<file path="src/rtl/pong_pkg.sv">
// Shared Pong engine definitions: match state encodings, paddle modes,
// ball direction constants and the millisecond-to-tick helper used by the
// match, paddle and ball blocks.
package pong_pkg;

  // Wide enough for 5 s at the 25.175 MHz pixel clock.
  localparam int CNT_W = 27;

  typedef enum logic [2:0] {
    ST_IDLE       = 3'd0,
    ST_SERVE_WAIT = 3'd1,
    ST_PLAY       = 3'd2,
    ST_POINT      = 3'd3,
    ST_GAME_OVER  = 3'd4,
    ST_PAUSE      = 3'd5
  } match_state_e;

  localparam logic [1:0] MODE_NONE = 2'd0;
  localparam logic [1:0] MODE_1P   = 2'd1;
  localparam logic [1:0] MODE_2P   = 2'd2;

  localparam logic DIR_LEFT  = 1'b0;
  localparam logic DIR_RIGHT = 1'b1;

  // Countdown reload value for a delay of 'ms' milliseconds: a counter loaded
  // with this value and stepped down to zero spans exactly that many ms.
  function automatic logic [CNT_W-1:0] ms_to_ticks(input int unsigned clk_hz,
                                                   input int unsigned ms);
    int unsigned t;
    t = (clk_hz / 1000) * ms - 1;
    return t[CNT_W-1:0];
  endfunction

endpackage

</file>
<file path="src/rtl/btn_sync_edge.sv">
// Two-flop synchronizer for an asynchronous push button followed by a
// rising-edge detector; pulse_o is high for one clk_0 cycle per press.
module btn_sync_edge (
  input  logic clk_0,
  input  logic rst,
  input  logic btn_i,
  output logic pulse_o
);

  logic meta_q, sync_q, prev_q;

  // Synchronizer chain plus one history flop for the edge compare.
  always_ff @(posedge clk_0 or negedge rst) begin
    if (!rst) begin
      meta_q <= 1'b0;
      sync_q <= 1'b0;
      prev_q <= 1'b0;
    end else begin
      meta_q <= btn_i;
      sync_q <= meta_q;
      prev_q <= sync_q;
    end
  end

  assign pulse_o = sync_q & ~prev_q;

endmodule

</file>
<file path="src/rtl/match_controller.sv">
// Pong match sequencer: idle / serve / play / point / game-over FSM, both
// scores, mode latch, and the enables that gate paddles and ball.
// Optional build macro PONG_PAUSE_EN adds a PAUSE state toggled by start.
module match_controller
  import pong_pkg::*;
#(
  parameter int unsigned CLK_HZ      = 25_175_000,
  parameter int unsigned WIN_SCORE   = 11,
  parameter int unsigned SERVE_MS    = 1000,
  parameter int unsigned GAMEOVER_MS = 3000
) (
  input  logic       clk_0,
  input  logic       rst,
  input  logic       start_btn,
  input  logic [1:0] mode_sel,
  input  logic       sq_missed,
  input  logic       sq_xveldir,
  output logic       reset_game,
  output logic [1:0] mode_choice,
  output logic [3:0] score_p1,
  output logic [3:0] score_p2,
  output logic       ball_enable,
  output logic       serve_dir,
  output logic [1:0] winner,
  output logic [2:0] state_dbg
);

  localparam logic [CNT_W-1:0] SERVE_TICKS    = ms_to_ticks(CLK_HZ, SERVE_MS);
  localparam logic [CNT_W-1:0] GAMEOVER_TICKS = ms_to_ticks(CLK_HZ, GAMEOVER_MS);
  localparam logic [3:0]       WIN            = WIN_SCORE[3:0];

  match_state_e     state_q;
  logic [CNT_W-1:0] cnt_q;
  logic [1:0]       mode_q;
  logic [1:0]       mode_choice_q;
  logic             reset_game_q;
  logic             ball_en_q;
  logic             serve_dir_q;
  logic [3:0]       score_p1_q, score_p2_q;
  logic [1:0]       winner_q;
  logic             miss_q;

  logic start_pulse;
  logic miss_edge;
  logic mode_ok;

  btn_sync_edge u_start (
    .clk_0   (clk_0),
    .rst     (rst),
    .btn_i   (start_btn),
    .pulse_o (start_pulse)
  );

  // Previous sq_missed level, so a held miss only scores once.
  always_ff @(posedge clk_0 or negedge rst) begin
    if (!rst) miss_q <= 1'b0;
    else      miss_q <= sq_missed;
  end

  assign miss_edge = sq_missed & ~miss_q;
  assign mode_ok   = (mode_sel == MODE_1P) || (mode_sel == MODE_2P);

  // Match FSM; every output is registered here so paddles and ball see
  // glitch-free controls.
  always_ff @(posedge clk_0 or negedge rst) begin
    if (!rst) begin
      state_q       <= ST_IDLE;
      cnt_q         <= '0;
      mode_q        <= MODE_NONE;
      mode_choice_q <= MODE_NONE;
      reset_game_q  <= 1'b1;
      ball_en_q     <= 1'b0;
      serve_dir_q   <= DIR_RIGHT;
      score_p1_q    <= 4'd0;
      score_p2_q    <= 4'd0;
      winner_q      <= 2'd0;
    end else begin
      case (state_q)
        ST_IDLE: begin
          if (start_pulse && mode_ok) begin
            mode_q        <= mode_sel;
            mode_choice_q <= mode_sel;
            score_p1_q    <= 4'd0;
            score_p2_q    <= 4'd0;
            winner_q      <= 2'd0;
            serve_dir_q   <= DIR_RIGHT;
            reset_game_q  <= 1'b1;
            cnt_q         <= SERVE_TICKS;
            state_q       <= ST_SERVE_WAIT;
          end
        end
        ST_SERVE_WAIT: begin
          // Paddles are recentred only during the first serve-wait cycle.
          reset_game_q <= 1'b0;
          if (cnt_q == '0) begin
            ball_en_q <= 1'b1;
            state_q   <= ST_PLAY;
          end else begin
            cnt_q <= cnt_q - 1'b1;
          end
        end
        ST_PLAY: begin
          // A miss outranks a simultaneous start press.
          if (miss_edge) begin
            ball_en_q <= 1'b0;
            state_q   <= ST_POINT;
            if (sq_xveldir == DIR_LEFT) begin
              score_p2_q  <= (score_p2_q == 4'd15) ? score_p2_q : score_p2_q + 4'd1;
              serve_dir_q <= DIR_LEFT;
            end else begin
              score_p1_q  <= (score_p1_q == 4'd15) ? score_p1_q : score_p1_q + 4'd1;
              serve_dir_q <= DIR_RIGHT;
            end
          end
`ifdef PONG_PAUSE_EN
          else if (start_pulse) begin
            ball_en_q     <= 1'b0;
            mode_choice_q <= MODE_NONE;
            state_q       <= ST_PAUSE;
          end
`endif
        end
        ST_POINT: begin
          reset_game_q <= 1'b1;
          if (score_p1_q == WIN) begin
            winner_q <= 2'd1;
            cnt_q    <= GAMEOVER_TICKS;
            state_q  <= ST_GAME_OVER;
          end else if (score_p2_q == WIN) begin
            winner_q <= 2'd2;
            cnt_q    <= GAMEOVER_TICKS;
            state_q  <= ST_GAME_OVER;
          end else begin
            cnt_q   <= SERVE_TICKS;
            state_q <= ST_SERVE_WAIT;
          end
        end
        ST_GAME_OVER: begin
          if (cnt_q == '0) begin
            mode_choice_q <= MODE_NONE;
            state_q       <= ST_IDLE;
          end else begin
            cnt_q <= cnt_q - 1'b1;
          end
        end
`ifdef PONG_PAUSE_EN
        ST_PAUSE: begin
          if (start_pulse) begin
            ball_en_q     <= 1'b1;
            mode_choice_q <= mode_q;
            state_q       <= ST_PLAY;
          end
        end
`endif
        default: begin
          mode_choice_q <= MODE_NONE;
          reset_game_q  <= 1'b1;
          ball_en_q     <= 1'b0;
          state_q       <= ST_IDLE;
        end
      endcase
    end
  end

  assign reset_game  = reset_game_q;
  assign mode_choice = mode_choice_q;
  assign score_p1    = score_p1_q;
  assign score_p2    = score_p2_q;
  assign ball_enable = ball_en_q;
  assign serve_dir   = serve_dir_q;
  assign winner      = winner_q;
  assign state_dbg   = state_q;

endmodule

</file>
<file path="config.mk">
export PLATFORM = sky130hd
export DESIGN_NAME = match_controller
export DESIGN_NICKNAME = d
export VERILOG_FILES = /design/src/rtl/pong_pkg.sv /design/src/rtl/btn_sync_edge.sv /design/src/rtl/match_controller.sv
export SDC_FILE = /design/constraint.sdc
export NUM_CORES = 1
export LEC_CHECK = 0
export ABC_AREA = 1
export CAP_MARGIN = 40
export CORE_MARGIN = 2
export CORE_UTILIZATION = 40
export DETAILED_ROUTE_END_ITERATION = 16
export GPL_TIMING_DRIVEN = 0
export PLACE_DENSITY = 0.68
export SLEW_MARGIN = 20
export SYNTH_ARGS = -nofsm -noshare
export SYNTH_HDL_FRONTEND = slang
export SYNTH_HIERARCHICAL = 1
export SYNTH_SLANG_ARGS = --single-unit
export TNS_END_PERCENT = 10
</file>
<file path="constraint.sdc">
create_clock -name clk_0 -period 1.55 [get_ports clk_0]
set_input_delay 0.2325 -clock clk_0 [delete_from_list [all_inputs] [get_ports clk_0]]
set_output_delay 0.2325 -clock clk_0 [all_outputs]
set_load 0.005 [all_outputs]
</file>
Word level (Yosys, flattened, before mapping)
Cells that the tools add are included.
W data, S select, Z words.
{"block": "word_totals", "regBits": 49, "in_bits": 7}
{"block": "classes", "n_addsub": 3, "reduce_logical": 20, "bitwise_logic": 7, "muxes": 36, "n_eq_ne": 20}
{"operator": "$mux W27", "n": 4}
{"operator": "$pmux W27 S3", "n": 1}
{"operator": "$mux W4", "n": 7}
{"operator": "$logic_not A27 Y1", "n": 1}
{"operator": "$sub A27 B1 Y27 const B", "n": 1}
{"operator": "$mux W3", "n": 6}
{"operator": "$ne A2 B2 Y1 const B", "n": 9}
{"operator": "$eq A4 B4 Y1 const B", "n": 4}
{"operator": "$pmux W4 S2", "n": 2}
{"operator": "$pmux W3 S5", "n": 1}
{"operator": "$reduce_and A3 Y1", "n": 5}
{"operator": "$mux W2", "n": 5}
{"operator": "$reduce_and A5 Y1", "n": 2}
{"operator": "$add A4 B1 Y4 const B", "n": 2}
{"operator": "$eq A3 B2 Y1 const B", "n": 2}
{"operator": "$pmux W1 S3", "n": 2}
{"operator": "$pmux W2 S3", "n": 1}
{"operator": "$reduce_or A3 Y1", "n": 2}
{"operator": "$mux W1", "n": 5}
{"operator": "$not A1 Y1", "n": 5}
{"operator": "$pmux W2 S2", "n": 1}
{"operator": "$reduce_and A4 Y1", "n": 1}
{"operator": "$reduce_bool A2 Y1", "n": 2}
{"operator": "$reduce_or A2 Y1", "n": 2}
{"operator": "12 further kinds", "n": 13}

Longest topological paths before layout
{"block": "logic_depth", "word_depth": 5, "mapped_depth": 12}

Hierarchy
Netlist, hierarchy kept.
{"mod": "match_controller", "area_each_um2": 2906.5, "seq_area_each_um2": 1153.6, "cells_each": 423, "n_inst": 1}
{"mod": "btn_sync_edge", "area_each_um2": 85.1, "seq_area_each_um2": 75.1, "cells_each": 5, "n_inst": 1}

Worst setup path after synthesis
OpenSTA, ideal clock, no wires.
{"block": "synth_timing", "path_type": "flip-flop to flip-flop", "startpoint": "register cnt_q[0]", "endpoint": "register cnt_q[2]", "t_arrival_ns": 1.492, "path_stages_with_launch": 13, "path_slack_ns": -0.065, "setup_time_ns": 0.123, "period_less_slack_ns": 1.615, "path_buffers": 1, "path_cell_list": "dfrtp_1 > inv_1 > ha_1 > nand2_2 > nor2_4 > nand2_2 > clkinv_2 > nand3_4 > nand2_8 > inv_4 > buf_6 > nand2_1 > nand2_1"}
{"block": "synth_between", "elab_chain_cells": 3, "elab_cells_between_ends": 6}
{"item": "start, declared", "line_no": "match_controller.sv:33", "text": "logic [CNT_W-1:0] cnt_q;"}
{"item": "start signal, assigned", "line_no": "match_controller.sv:99", "text": "cnt_q <= cnt_q - 1'b1;"}
{"item": "start signal, assigned", "line_no": "match_controller.sv:143", "text": "cnt_q <= cnt_q - 1'b1;"}
{"item": "$sub A27 B1 Y27 / $logic_not A27 Y1 (equally long branches)"}
{"item": "$mux W27 / $ne A2 B2 Y1 (equally long branches)"}
{"item": "$pmux W27 S3 / $reduce_and A3 Y1 (equally long branches)"}
Parallel ways exist; a longest one is shown, timed or not. The select of a mux whose other input is x is not followed.
A chain may end at the register's enable or synchronous reset.

Worst setup path in the final report
{"block": "layout_timing", "startpoint": "register cnt_q[12]", "endpoint": "register cnt_q[2]"}
{"block": "layout_between", "elab_chain_cells": 3}
{"item": "$logic_not A27 Y1", "line_no": "match_controller.sv:95, match_controller.sv:139"}
{"item": "$ne A2 B2 Y1 (no line)"}
{"item": "$reduce_and A3 Y1 (no line)"}
Every way passes these cells.

==> results.txt <==
Status: finished, violations left
Failing checks: negative setup slack
Sw frac: 0.215
DRC Markers: 0
Post-synth ARST share: 1.00
Syn_area_per_cell: 6.99 sq um
Critical path depth: 11
CP Data Required Time: 1750 ps
Num CTS Buffers: 5
EDFF count, synth: 0
GR Util All Layers: 0.190
Met2 GRT Util: 0.342
Crit. Startpoint: cnt_q[12]
Clock skew: 3.52 ps
Global routing usage on met3: 0.0409
Port Buffers: 24
P_sw: 0.487 mW
Crit path kind: reg -> reg
Number of global-route vias before repair: 2,879
CP Launch Type: register
Syn Nets: 438
Cell Chain, Critical Path: nor2_2, nand2_1, nor2_2, nand2_4, clkinv_4, nand3_4, nand2_8, clkinv_8, clkbuf_16, nand2_2, nand2_1
Final min period: 1620 ps
Unique masters post-synth: 33
Grt peak-use layer: met2
Crit path buffers/inverters: 3
Share of power burned in registers: 0.567
Element type at the critical path end: register
Total routed wirelength: 8010 um
Power per Cell Area: 569 nW/um^2
Rows: 31
Crit path DAT: 1820 ps
Initial Util: 0.412
Hold crit path type: in -> reg
Max cap viols: 0
Leakage: 2.02 nW
Hpwl dp: 5140 um
Internal: 1.78 mW
Vias per inst: 5.06
Place WS: -320 ps
Delay of the slowest cell on the worst path: 450 ps
Die ar.: 8190 sq um
GP Congestion: 0.942
Crit path max-delay family: simple AND/OR/NAND/NOR gates
Final setup fails: 18
Hold Crit Depth: 1
Synth Instances: 428
Slew Limit Fails: 0
Initial DRC Count: 117
H-Tree Depth: 2
Crit share post-route: 1.05
Vias: 3,043
Share of cells above drive strength 1: 0.233
Least-Margin Pin Slew: 618 ps
RSZ-0062 raised after global routing: yes
Setup WS post-layout: -73.9 ps
R2R cell count: 11
Yosys top cell area share: 0.393
Hold Vio Cnt, Final: 0
Area contributors post-synth: dfrtp_1 39%, nand2_1 17%, nor2_1 8.8%
Fmax: 616 MHz
Wire per inst: 13.3 um
Nets@finish: 512
Synth Flop Type: dfrtp_1
Top-count cell post-synth: nand2_1
# diodes: 0
Clk_lat worst skew: 300 ps
Area grow syn2layout: 33.1%
Critical path's slowest cell: dfrtp_1
Total Power: 2.27 mW
First-pass GRT wire length: 12,900 um
IO Pins: 25
Post-synthesis sequential area ratio: 0.411
DR pass1 iterations: 6
Combinational power share: 0.023
Root Buffer: clkbuf_8
Clock network power share: 0.411
Overflow after GRT: 0
Top cells by count, synth: 134 x nand2_1, 70 x nor2_1, 47 x dfrtp_1, 45 x inv_1, 35 x nand3_1
Peak supply drop: 436 uV
Antenna violations before repair: 0
Rel. slew slack: 0.588
Area of the core: 7250 sq um
Mapped cell area: 2990 sq um
Hold Startpoint: start_btn
Met1 Usage GRT: 0.231
Die extent in x: 90.5 um
Maximum clock insertion buffer count: 2
Post-route ant nets: 0
Clk slew on worst S/H paths: 90 ps
Die H: 90.5 um
Yosys reg bits: 49
Sink Count: 49
Dominant cell type by area after synthesis: dfrtp_1
CTS tree: built
Critical-path maximum fanout: 7
Synthesis Warnings: 6
Worst R2R Start: cnt_q[12]
Largest net degree at the start of global routing: 50
[final timing paths]
path                                  end  slack (ps)
max                              cnt_q[2]         -70
min reg2reg                u_start/sync_q         360
min in group asynchronous        cnt_q[7]         480
min                        u_start/meta_q         360
max in group asynchronous       cnt_q[19]         610
max reg2reg                      cnt_q[2]         -70
[through the flow]
stage / setup TNS (ps) / cell area (sq um) / cells / util / hold WS (ps)
final: -878 / 3980 / 601 / 0.549 / 356
after global routing: -4410 / 3980 / 601 / 0.549 / 345
after CTS: -175 / 3750 / 585 / 0.517 / 349
after detailed placement: -9120 / 3370 / 551 / 0.464 / 295
after global placement: -66620 / 3370 / 551 / 0.464 / 333
after floorplan: 0 / 3000 / 428 / - / -63.1
[cell families (layout without fill, tap and decap cells)]
kind of cell | Yosys count | in the layout | synth area share
xor+xnor | 11 | 11 | 0.0322
flops | 49 | 49 | 0.411
fa+ha+maj | 3 | 3 | 0.0125
simple gates | 259 | 259 | 0.371
buf+inv | 56 | 130 | 0.0807
compound gates | 50 | 50 | 0.0928
[repair_timing]
| item | CTS | global route |
|---|---|---|
| endpoints found under the hold margin | 47 | 0 |
| buffers inserted | 26 | 14 |
| pin swaps | 13 | 15 |
| endpoints found under the setup margin | 43 | 46 |
| hold buffers | 1 | 0 |
| gates resized for setup | 28 | 32 |
| gates cloned | 0 | 2 |
[worst reg2reg max path: cells and delay by family (launching register included)]
family / cells / cell delay, ps
buf+inv: 3 / 290
simple gates: 8 / 780
flops: 1 / 450
[layout make-up]
cell class,instances,area (sq um)
Multi-Input combinational cell,323,1670
Clock inverter,2,38.8
Sequential cell,49,1240
Inverter,51,211
Buffer,5,53.8
Clock buffer,5,68.8
Fill cell,687,3270
Timing Repair Buffer,66,571
Tap cell,99,124
Timing Repair inverter,1,8.76
[cell usage in the layout (no fill, tap or decap), drive strengths merged]
master         synthesis  final
clkbuf                 0      6
nor2                  76     76
a22oi                  2      2
buf                    5     46
dlygate4sd2            0      2
dlygate4sd3            0      1
o21bai                 2      2
xor2                  11     11
nand4                  5      5
inv                   50     51
ha                     3      3
o21a                   1      1
nor3                   1      1
nand2                141    141
bufinv                 0      1
a21oi                 12     12
o211ai                 1      1
a31oi                  2      2
o21ai                 29     29
nand3                 36     36
o31ai                  1      1
clkdlybuf4s50          0     21
clkinv                 1      2
dfrtp                 47     47
dfstp                  2      2
[routing by layer]
layer / part of all wire / up-vias
li1: - / 1500
met1: 0.43 / 1435
met2: 0.51 / 100
met5: 0 / -
met4: 0.0064 / 0
met3: 0.052 / 8
[power groups by stage]
stage	Clock [mW]	Sequential (mW)	Combinational [mW]
after global routing	1.00	1.29	0.0596
after floorplan	0	1.31	0.00757
after global placement	0	1.31	0.0509
after CTS	0.955	1.28	0.0535
final	0.930	1.28	0.0510
after detailed placement	0	1.31	0.0506
[state kept, by name, indices dropped and copies added, names as in the netlist]
| register | cells |
|---|---|
| score_p1 | 4 |
| ball_enable | 1 |
| u_start/sync_q | 1 |
| cnt_q | 27 |
| serve_dir | 1 |
| reset_game | 1 |
| u_start/meta_q | 1 |
| state_dbg | 3 |
| miss_q | 1 |
| u_start/prev_q | 1 |
| mode_choice | 2 |
| score_p2 | 4 |
| winner | 2 |
Note: power is estimated with default switching activity, not from simulation.
